[config.mk]
export PLATFORM = sky130hd
export DESIGN_NAME = nes_dual_pad_poller_flat
export DESIGN_NICKNAME = d
export VERILOG_FILES = /design/src/rtl/nes_dual_pad_poller_if.sv /design/src/rtl/nes_dual_pad_poller.sv /design/src/flat_wrapper.sv
export SDC_FILE = /design/constraint.sdc
export NUM_CORES = 1
export LEC_CHECK = 0
export ABC_AREA = 1
export BUFFER_PORTS_ARGS = -buffer_cell sky130_fd_sc_hd__clkbuf_2
export CORE_MARGIN = 2
export CORE_UTILIZATION = 45
export CTS_CLUSTER_DIAMETER = 50
export CTS_CLUSTER_SIZE = 20
export DETAILED_ROUTE_END_ITERATION = 10
export HOLD_SLACK_MARGIN = 0.06
export PLACE_DENSITY_LB_ADDON = 0.05
export RECOVER_POWER = 100
export SLEW_MARGIN = 30
export SYNTH_ARGS = -nofsm -noshare
export SYNTH_HDL_FRONTEND = slang
export SYNTH_SLANG_ARGS = --single-unit
[constraint.sdc]
create_clock -name clk -period 2.55 [get_ports clk]
set_clock_uncertainty 0.2 [all_clocks]
set_input_delay 0.255 -clock clk [delete_from_list [all_inputs] [get_ports clk]]
set_output_delay 0.255 -clock clk [all_outputs]
set_load 0.02 [all_outputs]
[src/rtl/nes_dual_pad_poller_if.sv]
// Bundle between the pad poller and its user: poll request, pad pins and
// the published button state.
interface nes_dual_pad_poller_if;
  logic       start;
  logic       nes_data_p1;
  logic       nes_data_p2;
  logic       nes_latch;
  logic       nes_clk;
  logic [7:0] buttons_p1;
  logic [7:0] buttons_p2;
  logic       valid;
  logic       busy;

  modport master (
    output start,
    output nes_data_p1,
    output nes_data_p2,
    input  nes_latch,
    input  nes_clk,
    input  buttons_p1,
    input  buttons_p2,
    input  valid,
    input  busy
  );

  modport slave (
    input  start,
    input  nes_data_p1,
    input  nes_data_p2,
    output nes_latch,
    output nes_clk,
    output buttons_p1,
    output buttons_p2,
    output valid,
    output busy
  );
endinterface

[src/rtl/nes_dual_pad_poller.sv]
// Polls two NES pads in parallel over shared latch/clock pins and publishes
// both 8-bit button states (1 = pressed) with a one-cycle valid strobe.
module nes_dual_pad_poller #(
  parameter int LATCH_CYCLES = 302,
  parameter int HALF_CYCLES  = 150
) (
  input  logic                  clk,
  input  logic                  reset,
  nes_dual_pad_poller_if.slave  bus
);

  localparam int MAX_CYCLES = (LATCH_CYCLES > HALF_CYCLES) ? LATCH_CYCLES : HALF_CYCLES;
  localparam int CW         = $clog2(MAX_CYCLES + 1);

  typedef enum logic [2:0] {
    IDLE,
    LATCH,
    CLK_HI,
    CLK_LO,
    DONE
  } state_t;

  state_t          state_reg;
  logic [CW-1:0]   cnt_reg;
  logic [2:0]      idx_reg;
  logic [1:0]      sync_p1_reg;
  logic [1:0]      sync_p2_reg;
  logic [7:0]      shift_p1_reg;
  logic [7:0]      shift_p2_reg;
  logic [7:0]      buttons_p1_reg;
  logic [7:0]      buttons_p2_reg;
  logic            latch_reg;
  logic            nes_clk_reg;
  logic            valid_reg;
  logic            busy_reg;
  logic            bit_p1;
  logic            bit_p2;
  logic            latch_last;
  logic            half_last;

  // Pad data is asynchronous; presetting to 1 keeps a floating pad "released".
  always_ff @(posedge clk or posedge reset) begin
    if (reset) begin
      sync_p1_reg <= 2'b11;
      sync_p2_reg <= 2'b11;
    end else begin
      sync_p1_reg <= {sync_p1_reg[0], bus.nes_data_p1};
      sync_p2_reg <= {sync_p2_reg[0], bus.nes_data_p2};
    end
  end

  assign bit_p1     = ~sync_p1_reg[1];
  assign bit_p2     = ~sync_p2_reg[1];
  assign latch_last = (cnt_reg == CW'(LATCH_CYCLES - 1));
  assign half_last  = (cnt_reg == CW'(HALF_CYCLES - 1));

  always_ff @(posedge clk or posedge reset) begin
    if (reset) begin
      state_reg      <= IDLE;
      cnt_reg        <= '0;
      idx_reg        <= 3'd0;
      shift_p1_reg   <= 8'h00;
      shift_p2_reg   <= 8'h00;
      buttons_p1_reg <= 8'h00;
      buttons_p2_reg <= 8'h00;
      latch_reg      <= 1'b0;
      nes_clk_reg    <= 1'b0;
      valid_reg      <= 1'b0;
      busy_reg       <= 1'b0;
    end else begin
      valid_reg <= 1'b0;
      case (state_reg)
        IDLE: begin
          if (bus.start) begin
            state_reg <= LATCH;
            cnt_reg   <= '0;
            latch_reg <= 1'b1;
            busy_reg  <= 1'b1;
          end
        end
        LATCH: begin
          if (latch_last) begin
            shift_p1_reg[0] <= bit_p1;
            shift_p2_reg[0] <= bit_p2;
            idx_reg         <= 3'd1;
            cnt_reg         <= '0;
            latch_reg       <= 1'b0;
            nes_clk_reg     <= 1'b1;
            state_reg       <= CLK_HI;
          end else begin
            cnt_reg <= cnt_reg + 1'b1;
          end
        end
        CLK_HI: begin
          if (half_last) begin
            cnt_reg     <= '0;
            nes_clk_reg <= 1'b0;
            state_reg   <= CLK_LO;
          end else begin
            cnt_reg <= cnt_reg + 1'b1;
          end
        end
        CLK_LO: begin
          if (half_last) begin
            shift_p1_reg[idx_reg] <= bit_p1;
            shift_p2_reg[idx_reg] <= bit_p2;
            cnt_reg               <= '0;
            if (idx_reg == 3'd7) begin
              // Bit 7 lands in the same edge, so merge it into the published value.
              buttons_p1_reg <= {bit_p1, shift_p1_reg[6:0]};
              buttons_p2_reg <= {bit_p2, shift_p2_reg[6:0]};
              valid_reg      <= 1'b1;
              state_reg      <= DONE;
            end else begin
              idx_reg     <= idx_reg + 3'd1;
              nes_clk_reg <= 1'b1;
              state_reg   <= CLK_HI;
            end
          end else begin
            cnt_reg <= cnt_reg + 1'b1;
          end
        end
        DONE: begin
          cnt_reg   <= '0;
          busy_reg  <= 1'b0;
          state_reg <= IDLE;
        end
        default: begin
          state_reg <= IDLE;
        end
      endcase
    end
  end

  assign bus.nes_latch  = latch_reg;
  assign bus.nes_clk    = nes_clk_reg;
  assign bus.buttons_p1 = buttons_p1_reg;
  assign bus.buttons_p2 = buttons_p2_reg;
  assign bus.valid      = valid_reg;
  assign bus.busy       = busy_reg;

endmodule

[src/flat_wrapper.sv]
// flat-port wrapper written by rule: the top's interface ports become plain ports
module nes_dual_pad_poller_flat 
#(
  parameter int LATCH_CYCLES = 302,
  parameter int HALF_CYCLES  = 150
)
  (clk, reset, bus_start, bus_nes_data_p1, bus_nes_data_p2, bus_nes_latch, bus_nes_clk, bus_buttons_p1, bus_buttons_p2, bus_valid, bus_busy);
  nes_dual_pad_poller_if bus_i ();
  input  logic clk;
  input  logic reset;
  input wire logic [$bits(bus_i.start)-1:0] bus_start;
  input wire logic [$bits(bus_i.nes_data_p1)-1:0] bus_nes_data_p1;
  input wire logic [$bits(bus_i.nes_data_p2)-1:0] bus_nes_data_p2;
  output wire logic [$bits(bus_i.nes_latch)-1:0] bus_nes_latch;
  output wire logic [$bits(bus_i.nes_clk)-1:0] bus_nes_clk;
  output wire logic [$bits(bus_i.buttons_p1)-1:0] bus_buttons_p1;
  output wire logic [$bits(bus_i.buttons_p2)-1:0] bus_buttons_p2;
  output wire logic [$bits(bus_i.valid)-1:0] bus_valid;
  output wire logic [$bits(bus_i.busy)-1:0] bus_busy;
  assign bus_i.start = bus_start;
  assign bus_i.nes_data_p1 = bus_nes_data_p1;
  assign bus_i.nes_data_p2 = bus_nes_data_p2;
  assign bus_nes_latch = bus_i.nes_latch;
  assign bus_nes_clk = bus_i.nes_clk;
  assign bus_buttons_p1 = bus_i.buttons_p1;
  assign bus_buttons_p2 = bus_i.buttons_p2;
  assign bus_valid = bus_i.valid;
  assign bus_busy = bus_i.busy;
  nes_dual_pad_poller #(.LATCH_CYCLES(LATCH_CYCLES), .HALF_CYCLES(HALF_CYCLES)) u_core (.clk(clk), .reset(reset), .bus(bus_i));
endmodule
==> impl_results.md <==
* Worst hold start: u_core.sync_p2_reg[0]
* Status: completed
* Critical Path Start: u_core.cnt_reg[1]
* WP data arrival at 2.03 ns
* Sequential share of power at 50.8%
* H-tree depth at 2
* Ant. Diodes at 0
* Synth Register Bits at 53
* Post-Synth XOR/XNOR Area at 1.10%
* Endpoints failing hold at 0
* Hold Crit Class: register to register
* Yosys cell types at 22
* Synth Area in Adders at 2.10%
* Gr usage total at 16.6%
* Pin count of the biggest net entering global routing at 29
* Worst-skew pair later-pin latency at 0.30 ns
* # setup viols final at 0
* Worst VDD drop at 463 µV
* Vias in the first global route at 1,830
* I/O pins at 25
* Syn avg cell area at 8.22 µm²
* Maximum fanout along the worst path at 11
* Critical path capture point type: register
* Antenna Violating Nets Remaining at 0
* Compound-gate portion of the synthesized area at 5.61%
* Clock Power Share at 22.7%
* Required time at the worst-slack endpoint at 2.55 ns
* Clk slew on worst S/H paths at 0.09 ns
* Finished Core Util at 52.5%
* Final min period at 2.03 ns
* Measured slew at the worst slew-check pin at 1.07 ns
* Clock tree sinks at 53
* CTS root buffer: clkbuf_8
* Maximum clock frequency at 492 MHz
* Routability cong. at 0.837
* Yosys top cell by area: dfrtp_1
* Largest family of logic cells by synthesized area: simple AND/OR/NAND/NOR gates
* RSZ-0062 raised after global routing: false
* Max reg flops at 9
* Syn nets at 299
* Final period utilization at 79.7%
* DP Wirelength at 3230 µm
* Critical R2R Launch: u_core.cnt_reg[1]
* Core ar. at 5110 µm²
* Layout Nets at 332
* Max-slew violations at 0
* First-pass GRT wire length at 7860 µm
* Most frequent cell after synthesis: nand2_1
* Post-Syn Area at 2380 µm²
* Layout cells sized above 1 at 6.17%
* Primary FF master, synth: dfrtp_1
* Most frequent cells after synthesis: nand2_1, dfrtp_1, inv_1
* Chip height at 76.8 µm
* Initial Util at 46.7%
* Internal at 1370 µW
* Area grow syn2layout at 12.5%
* Mux contribution to synthesized area at 0%
* Power density cells at 790 nW/µm²
* Post-Syn Instances at 290
* Top area cells in the synthesized netlist: dfrtp_1, nand2_1, o21ai_0, inv_1, dfstp_2
* PortBufs at 24
* Pre-antenna DRT Iters at 4
* Sequential share of the synthesized area at 55.8%
* CTS Buf Count at 5
* Sw frac at 35.4%
* Drt drc at 0
* Drt total wl at 4400 µm
* Sw Pwr at 751 µW
* Asr flop ratio synth at 100%
* Startpoint types: register
* Setup TNS at 0 ns
* Leakage Power at 0.00139 µW
* Wire per inst at 11.2 µm
* Antenna violations before repair at 0
* PostCTS Resize Cnt at 0
* CTS tree: done
* Yosys warnings at 0
* Synth Area in Simple Gates at 29.0%
* Deepest clock path buffer count at 2
* Slew margin rel. at 28.8%
* Count of flip-flops with a built-in enable after synthesis at 0
* Top cell type's share of synthesized area at 51.4%
* Die width at 76.8 µm
* Starting DRT DRC Count at 71
* Crit Path Class: register to register
* Row count at 26
* Total grt overflow at 0
* Vias per cell at 4.66
* Logic pwr share at 26.5%
* Worst-case hold slack at 0.159 ns
* Max Cap Viol at 0
* Via count at 1,835
* Die area at 5900 µm²
## cells in the final DEF (no fill, tap or decap)
cell and n:
nand2_1 119, dfrtp_1 49, inv_1 30, nor2_1 26, o21ai_0 23, clkbuf_1 22
nand3_1 13, clkbuf_8 6, nor3_1 5, nand4_1 4, ha_1 4, dlygate4sd3_1 4
dfstp_2 4, xor2_1 3, clkbuf_2 3, nand2_2 1, nor2_4 1, nor3_2 1
inv_2 1, o211ai_1 1, o21bai_1 1, clkinvlp_4 1, buf_4 1, buf_12 1
## worst max-delay path, cell delays in order, from the launching register on
cell and delay, ns:
dfrtp_1 0.41, inv_1 0.07, ha_1 0.15, nand2_1 0.06, nor2_1 0.15, nand3_1 0.17, inv_1 0.13, nand2_1 0.21
buf_4 0.26, nand2_1 0.07, nand2_1 0.05
## per-layer routing
layer	routed length, µm	vias up	global-route usage [%]
met4	64	0	7.09
met2	2110	20	28.9
met1	2100	841	19.8
li1	-	967	-
met3	128	7	3.53
met5	0	-	0
## logic make-up (layout without fill, tap and decap cells)
kind of cell | count (synthesis) | in the layout
AND/OR/NAND/NOR | 170 | 170
XOR/XNOR | 3 | 3
AO/OA/AOI/OAI | 25 | 25
buffers and inverters | 35 | 69
flip-flops | 53 | 53
adder cells (fa/ha/maj) | 4 | 4
## stage by stage
step	setup WS [ns]	total power, µW	instances	instance area (µm²)
5_1_grt	0.211	2290	394	2680
3_5_place_dp	0.537	1660	382	2580
2_1_floorplan	0.815	1510	290	2380
3_3_place_gp	0.570	1660	382	2580
6_report	0.517	2120	394	2680
4_1_cts	0.525	2160	394	2720
## final cells by class
class	instances	area [µm²]
fillers	516	2420
flip-flops and latches	53	1330
multi-input cells	202	893
repair buffers	30	161
inverters	31	116
well taps	70	87.6
clock buffers	7	86.3
clock inverters	1	7.51
## final timing paths
path	endpoint	slack, ns	depth (start not counted)
worst max-delay path	u_core.bus.buttons_p1[4]	0.52	10
worst min-delay path	u_core.sync_p2_reg[1]	0.16	0
worst max register to register	u_core.bus.buttons_p1[4]	0.52	10
worst min register to register	u_core.sync_p2_reg[1]	0.16	0
max in group asynchronous	u_core.bus.nes_clk	0.93	4
min in group asynchronous	u_core.bus.buttons_p1[1]	0.54	3
## repair_timing
action,CTS,global route
hold buffers,4,0
endpoints found under the hold margin,27,0
setup buffers,0,0
## power groups by stage
| stage | clock [µW] | combinational [µW] | sequential [µW] |
|---|---|---|---|
| detailed placement | 0 | 568 | 1090 |
| global placement | 0 | 568 | 1090 |
| floorplan | 0 | 422 | 1090 |
| finish | 482 | 561 | 1080 |
| CTS | 510 | 577 | 1070 |
| global route | 536 | 662 | 1100 |
(Power assumes the default switching activity.)
